**src/rtl/game_flow_ctrl.sv**
```systemverilog
// Game-flow sequencer for space-monsters: levels, lives, timed pauses and saturating score.
// Drives level index, load/respawn strobes and display status from a single state register.
module game_flow_ctrl #(
  parameter int unsigned NUM_LEVELS   = 2,
  parameter int unsigned NUM_MONSTERS = 5,
  parameter logic [NUM_LEVELS*NUM_MONSTERS-1:0] LEVEL_MASKS = 10'b11111_10101,
  parameter int unsigned LIVES        = 3,
  parameter int unsigned SCORE_W      = 8,
  parameter int unsigned CLEAR_HOLD   = 16,
  parameter int unsigned RESPAWN_HOLD = 16,
  localparam int unsigned LVL_W  = (NUM_LEVELS > 1) ? $clog2(NUM_LEVELS) : 1,
  localparam int unsigned LIFE_W = $clog2(LIVES + 1)
) (
  input  logic                    clk,
  input  logic                    rst,
  input  logic                    start_pulse,
  input  logic [NUM_MONSTERS-1:0] monster_destroyed,
  input  logic                    tank_destroyed,
  output logic [LVL_W-1:0]        level,
  output logic                    level_load,
  output logic                    respawn,
  output logic [SCORE_W-1:0]      score,
  output logic [LIFE_W-1:0]       lives,
  output logic                    playing,
  output logic                    success,
  output logic                    failed
);

  localparam int unsigned HoldMax = (CLEAR_HOLD > RESPAWN_HOLD) ? CLEAR_HOLD : RESPAWN_HOLD;
  localparam int unsigned HOLD_W  = (HoldMax > 1) ? $clog2(HoldMax) : 1;
  localparam int unsigned KILL_W  = $clog2(NUM_MONSTERS + 1);
  localparam int unsigned SUM_W   = ((SCORE_W > KILL_W) ? SCORE_W : KILL_W) + 1;

  localparam logic [HOLD_W-1:0] ClearLoad   = HOLD_W'(CLEAR_HOLD - 1);
  localparam logic [HOLD_W-1:0] RespawnLoad = HOLD_W'(RESPAWN_HOLD - 1);
  localparam logic [LVL_W-1:0]  LastLevel   = LVL_W'(NUM_LEVELS - 1);
  localparam logic [LIFE_W-1:0] LivesInit   = LIFE_W'(LIVES);
  localparam logic [SUM_W-1:0]  ScoreMax    = SUM_W'({SCORE_W{1'b1}});

  typedef enum logic [2:0] {
    StIdle,
    StLvlInit,
    StPlay,
    StLvlClear,
    StLifeLost,
    StSuccess,
    StFailed
  } state_e;

  state_e                  state_q, state_d;
  logic [LVL_W-1:0]        level_q, level_d;
  logic [SCORE_W-1:0]      score_q, score_d;
  logic [LIFE_W-1:0]       lives_q, lives_d;
  logic [HOLD_W-1:0]       hold_q, hold_d;
  logic [NUM_MONSTERS-1:0] prev_q, prev_d;
  logic                    level_load_q, level_load_d;
  logic                    respawn_q, respawn_d;

  logic [NUM_MONSTERS-1:0] required;
  logic [NUM_MONSTERS-1:0] rising;
  logic [KILL_W-1:0]       new_kills;
  logic [SUM_W-1:0]        score_sum;
  logic [SCORE_W-1:0]      score_sat;
  logic                    cleared;

  assign required = LEVEL_MASKS[int'(level_q) * NUM_MONSTERS +: NUM_MONSTERS];
  assign cleared  = ((monster_destroyed & required) == required);
  // Only fresh kills score; reloads (falling edges) are ignored.
  assign rising   = monster_destroyed & ~prev_q;

  always_comb begin
    new_kills = '0;
    for (int unsigned i = 0; i < NUM_MONSTERS; i++) begin
      new_kills = new_kills + KILL_W'(rising[i]);
    end
  end

  always_comb begin
    score_sum = SUM_W'(score_q) + SUM_W'(new_kills);
    score_sat = (score_sum > ScoreMax) ? {SCORE_W{1'b1}} : score_sum[SCORE_W-1:0];
  end

  always_comb begin
    state_d      = state_q;
    level_d      = level_q;
    score_d      = score_q;
    lives_d      = lives_q;
    hold_d       = hold_q;
    prev_d       = monster_destroyed;
    level_load_d = 1'b0;
    respawn_d    = 1'b0;

    case (state_q)
      StIdle, StSuccess, StFailed: begin
        if (start_pulse) begin
          state_d      = StLvlInit;
          level_d      = '0;
          score_d      = '0;
          lives_d      = LivesInit;
          level_load_d = 1'b1;
        end
      end
      StLvlInit: begin
        state_d = StPlay;
      end
      StPlay: begin
        score_d = score_sat;
        // A clear in the same cycle as a tank hit takes priority and costs no life.
        if (cleared) begin
          if (level_q == LastLevel) begin
            state_d = StSuccess;
          end else begin
            state_d = StLvlClear;
            hold_d  = ClearLoad;
          end
        end else if (tank_destroyed) begin
          if (lives_q > LIFE_W'(1)) begin
            lives_d = lives_q - LIFE_W'(1);
            state_d = StLifeLost;
            hold_d  = RespawnLoad;
          end else begin
            lives_d = '0;
            state_d = StFailed;
          end
        end
      end
      StLvlClear: begin
        if (hold_q == '0) begin
          state_d      = StLvlInit;
          level_d      = level_q + LVL_W'(1);
          level_load_d = 1'b1;
        end else begin
          hold_d = hold_q - HOLD_W'(1);
        end
      end
      StLifeLost: begin
        if (hold_q == '0) begin
          state_d   = StPlay;
          respawn_d = 1'b1;
        end else begin
          hold_d = hold_q - HOLD_W'(1);
        end
      end
      default: begin
        state_d = StIdle;
      end
    endcase
  end

  always_ff @(posedge clk) begin
    if (rst) begin
      state_q      <= StIdle;
      level_q      <= '0;
      score_q      <= '0;
      lives_q      <= LivesInit;
      hold_q       <= '0;
      prev_q       <= '0;
      level_load_q <= 1'b0;
      respawn_q    <= 1'b0;
    end else begin
      state_q      <= state_d;
      level_q      <= level_d;
      score_q      <= score_d;
      lives_q      <= lives_d;
      hold_q       <= hold_d;
      prev_q       <= prev_d;
      level_load_q <= level_load_d;
      respawn_q    <= respawn_d;
    end
  end

  assign level      = level_q;
  assign level_load = level_load_q;
  assign respawn    = respawn_q;
  assign score      = score_q;
  assign lives      = lives_q;
  assign playing    = (state_q == StPlay);
  assign success    = (state_q == StSuccess);
  assign failed     = (state_q == StFailed);

endmodule
```
**config.mk**
```make
export PLATFORM = sky130hd
export DESIGN_NAME = game_flow_ctrl
export DESIGN_NICKNAME = d
export VERILOG_FILES = /design/src/rtl/game_flow_ctrl.sv
export SDC_FILE = /design/constraint.sdc
export NUM_CORES = 1
export LEC_CHECK = 0
export BUFFER_PORTS_ARGS = -buffer_cell sky130_fd_sc_hd__buf_2
export CELL_PAD_IN_SITES_DETAIL_PLACEMENT = 0
export CELL_PAD_IN_SITES_GLOBAL_PLACEMENT = 2
export CORE_MARGIN = 3
export CORE_UTILIZATION = 30
export DETAILED_ROUTE_END_ITERATION = 16
export PLACE_DENSITY = 0.77
export SYNTH_ARGS = -nofsm -noshare
export SYNTH_HDL_FRONTEND = slang
export SYNTH_SLANG_ARGS = --single-unit
```
**constraint.sdc**
```tcl
create_clock -name clk -period 2.9 [get_ports clk]
set_clock_uncertainty 0.15 [all_clocks]
set_input_delay 0.145 -clock clk [delete_from_list [all_inputs] [get_ports clk]]
set_output_delay 0.145 -clock clk [all_outputs]
set_load 0.02 [all_outputs]
```
# After elaboration in Yosys (flattened, before gate mapping)
# Index checks and enable logic that the tools add are counted.
# totals
mem_count	0
elab_cells	81
latchBits	0
output_inout_bits	16
reg_bits	25
ram_bits	0
rom_bits	0
in_bits	9
# op_classes
n_mux	28
addsub	8
n_mul	1
bitwise	4
reduce_logical	13
eq_ne	16
n_shift	1
div	0
order_cmp	2
# ops
op	count
$mux W4	5
$mux W3	6
$mux W8	2
$pmux W8 S2	1
$pmux W3 S5	1
$ne A2 B2 Y1 const B	6
$and A5 B5 Y5	2
$mux W2	5
$shiftx A10 B5 Y5 const A	1
$add A8 B3 Y9	1
$eq A3 B3 Y1 const B	3
$gt A9 B8 Y1 const B	1
$pmux W4 S2	1
$reduce_and A4 Y1	2
$add A3 B1 Y3	2
$eq A3 B2 Y1 const B	2
$reduce_bool A2 Y1	3
$eq A5 B5 Y1	1
$not A5 Y5	1
$reduce_and A5 Y1	1
$logic_not A4 Y1	1
$mul A1 B3 Y4 const B	1
$mux W1	4
$pmux W1 S2	2
17 further kinds	18

# Longest topological paths before layout
# depth
ltp_word	10
mapped_depth	12

# Worst setup path after synthesis
# Ideal clock, no wire load.
# synth_timing
path_type	flip-flop to flip-flop
from	reg score_q[0] (netlist: score[0])
to	reg score_q[1] (netlist: score[1])
slack_ps	-259
setup_time_ps	86
arrival_ps	2924
stages_incl_launch_ff	12
path_cell_list	dfxtp_1 fa_1 inv_1 fa_1 inv_1 ha_1 inv_1 fa_1 nand2b_1 a211oi_1 nor2_1 a211oi_1
# synth_between
elab_chain_cells	4
# synth_lines
element	line	text
start: declaration	52	logic [SCORE_W-1:0] score_q, score_d;
start signal: assignment	163	score_q <= score_d;
$add A8 B3 Y9 (*)	79	score_sum = SUM_W'(score_q) + SUM_W'(new_kills);
$gt A9 B8 Y1	80	score_sat = (score_sum > ScoreMax) ? {SCORE_W{1'b1}} : score_sum[SCORE_W-1:0];
$mux W8 (*)	80	
$pmux W8 S2 (*)	93	case (state_q)
# Mark *: on every way between the ends. The rest lies on a longest branch, timed or not.
# A chain may end at the register's enable or synchronous reset.

# Worst setup path after layout
# layout_timing
from	reg prev_q[0]
to	reg score_q[3] (netlist: score[3])
# layout_between
elab_chain_cells	10
# layout_lines
element	line	text
start: declaration	55	logic [NUM_MONSTERS-1:0] prev_q, prev_d;
start signal: assignment	166	prev_q <= prev_d;
$not A5 Y5 (*)	69	assign rising = monster_destroyed & ~prev_q;
$and A5 B5 Y5 (*)	69	
$add A1 B1 Y2 (*)	74	new_kills = new_kills + KILL_W'(rising[i]);
$add A2 B1 Y3 (*)	74	
$add A3 B1 Y3 (*) (2 in series)	74	
$add A8 B3 Y9 (*)	79	
$gt A9 B8 Y1	80	
$mux W8 (*)	80	
$pmux W8 S2 (*)	93	
# Marks and branches as above.

==> summary.md <==
| Metric | Value |
|---|---|
| Share of layout cells above drive strength 1 | 0.296 |
| Worst Setup Start Kind | register |
| Final min period | 3.02 ns |
| Clk slew on worst S/H paths | approximately 0.10 ns |
| Largest net degree at the start of global routing | 29 |
| First-pass iteration count of the detailed router | 4 |
| Worst Path Max Fanout | 5 |
| Synth cell count leaders | dfxtp_1 (25), inv_1 (18), a21oi_1 (14) |
| Area grow syn2layout | 22.5% |
| Worst stage delay on the critical path | just over 0.5 ns |
| Most numerous cell in the Yosys netlist | dfxtp_1 |
| Clk_lat worst skew | around 0.28 ns |
| Total grt overflow | 0 |
| Design area | 0.00193 mm2 |
| Worst path bufs/invs | 3 |
| Clock sink count | 25 |
| Setup_tns | -0.618 ns |
| DRT Wirelength | just under 4000 um |
| Predominant post-synthesis flop cell | dfxtp_1 |
| Worst-Margin Slew | between 0.5 and 0.6 ns |
| Core Rows | 25 |
| Min-Delay Path Class | primary input to register |
| Synthesized Nets | 204 |
| DIE AREA | 0.00615 mm2 |
| Seq cells post-synth | 25 |
| I/O pin cnt | 25 |
| Worst VDD drop | 0.328 mV |
| Initial DRC Count | 90 |
| Family with the most delay on the worst path | adder cells |
| Synth async-reset ratio | 0 |
| Synth top area cells | dfxtp_1 (32%), a21oi_1 (4.5%), a211oi_1 (4.3%), inv_1 (4.3%), ha_1 (4.0%) |
| Fin crit share | 1.04 |
| Crit. End Element | register |
| # H-tree levels | 1 |
| Final-report max-slew violation count | 0 |
| Initial core utilization | 0.323 |
| GRT Max-Usage Layer | met2 |
| Top-area cell type share of the netlist area | 0.318 |
| Cell count after synthesis | 187 |
| CTS Buf Count | 3 |
| Nets@finish | 234 |
| Clock Path Buffers | 2 |
| Maxcap violations | 0 |
| Crit Path Category | register to register |
| Worst Path Arrival | 3.08 ns |
| Ys Warns | 0 |
| Die Y | 78.4 um |
| Reg2reg setup slack | -0.12 ns |
| Grt met3 use | 0.0183 |
| Met2 Use GR | 0.216 |
| Final HPWL DP | about 2900 um |
| Max_slew headroom | 0.623 |
| Initial antenna violation count | 0 |
| Residual DRC count | 0 |
| Final setup vio count | 7 |
| Failing checks | setup timing |
| Critical path cell sequence | nor2b_4 -> fa_1 -> inv_2 -> fa_1 -> inv_1 -> ha_2 -> inv_2 -> fa_2 -> nand2b_4 -> a211oi_4 -> o21bai_4 -> o2bb2ai_2 |
| Die X | 78.4 um |
| Endpoints failing hold | 0 |
| Post-synth EDFFs | 0 |
| WP data required | 2.96 ns |
| CTS root buf | clkbuf_8 |
| Cell Area, Synth | ~0.0016 mm2 |
| Sequential fraction of the synthesis area | 0.318 |
| Vias per cell | 5.12 |
| Via count | roughly 1400 |
| GRT Total Usage | 0.137 |
| Core area | 0.00488 mm2 |
| Placement Cell Area | 0.00178 mm2 |
| RSZ-0062 raised after global routing | true |
| Vias in the first global route | approximately 1500 |
| Average cell area after synthesis | 8.42 um2 |
| Post-route setup slack | -0.120 ns |
| Achievable Freq | 331 MHz |
| Grt met1 use | 0.196 |
| Power Density | 802 mW/mm2 |
| CTS tree | built |
| Top cell type by total area after synthesis | dfxtp_1 |
| Port bufs | 24 |
| Crit path max-delay cell type | fa_1 |
| Routed wire per std cell | 14.0 um |
| First-pass GRT wire length | 6890 um |
| Routed Antenna Nets | 0 |
| Outcome | finished, violations left |
| N_diodes | 0 |
| Global placement routability congestion | 0.811 |
| Static leakage | 0.772 nW |
| Synth cell types | 53 |
## worst register-to-register path, cell delays in order (launching register included)
cell and delay [ns]:
dfxtp_2 0.36, nor2b_4 0.04, fa_1 0.51, inv_2 0.04, fa_1 0.45, inv_1 0.08
ha_2 0.18, inv_2 0.04, fa_2 0.33, nand2b_4 0.17, a211oi_4 0.33, o21bai_4 0.19
o2bb2ai_2 0.10
## routing by layer
metal  vias up  share of wire
met5         -              0
met4         0         0.0038
met3         2          0.019
met2        15           0.44
met1       699           0.54
li1        732              -
## where the power goes
part / internal (mW) / switching, mW / total [mW]
sequential: 0.416 / 0.0961 / 0.512
combinational: 0.349 / 0.460 / 0.809
clock: 0.0976 / 0.127 / 0.224
total: 0.863 / 0.683 / 1.55
## per-stage QoR
stage / total power, mW / utilization / worst slack, ns / hold slack, ns / cells
floorplan: 1.12 / - / 0.0110 / 0.123 / 187
global placement: 1.29 / 0.365 / -0.113 / 0.234 / 274
detailed placement: 1.30 / 0.365 / -0.167 / 0.248 / 274
CTS: 1.54 / 0.386 / -0.145 / 0.0172 / 282
global route: 1.69 / 0.395 / -0.270 / 0.0189 / 283
finish: 1.55 / 0.395 / -0.120 / 0.0209 / 283
## cell usage in the layout (no fill, tap or decap), types with 6 or more instances in the layout
master / count
buf_4: 8
nor3_1: 6
nor2b_1: 8
nor2_1: 11
inv_1: 16
a211oi_1: 8
buf_2: 24
dfxtp_1: 23
a21oi_1: 13
nand2_1: 10
## cells by family after synthesis
logic type      share of synthesized area
compound gates                      0.266
xor+xnor                           0.0111
fa+ha+maj                          0.0779
buf+inv                            0.0890
flops                               0.318
mux                               0.00715
simple gates                        0.231
## cell type report
class	instances	area, um2
clock buffers	3	41.3
clock inverters	1	7.51
well taps	67	83.8
multi-input cells	133	1010
flip-flops and latches	25	503
inverters	19	76.3
fillers	505	2950
repair buffers	35	210
## flip-flops by register name, summed over array words and instances, names as in the netlist
register and flops:
respawn 1, lives 2, level 1, state_q 3
level_load 1, score 8, prev_q 5, hold_q 4
## final timing paths
path | from | endpoint | depth (start not counted)
min | start_pulse | level_load | 3
max reg2reg | prev_q[0] | score[3] | 12
max | prev_q[0] | score[3] | 12
min reg2reg | hold_q[0] | hold_q[0] | 1
## timing repair
| action | 4_1_cts | 5_1_grt |
|---|---|---|
| setup endpoints to repair | 8 | 8 |
| resized for setup | 7 | 8 |
| pin swaps | 12 | 8 |
| hold endpoints to repair | 3 | 0 |
| setup buffers | 1 | 1 |
| hold buffers | 3 | 0 |
Power figures use the tool's default switching activity.
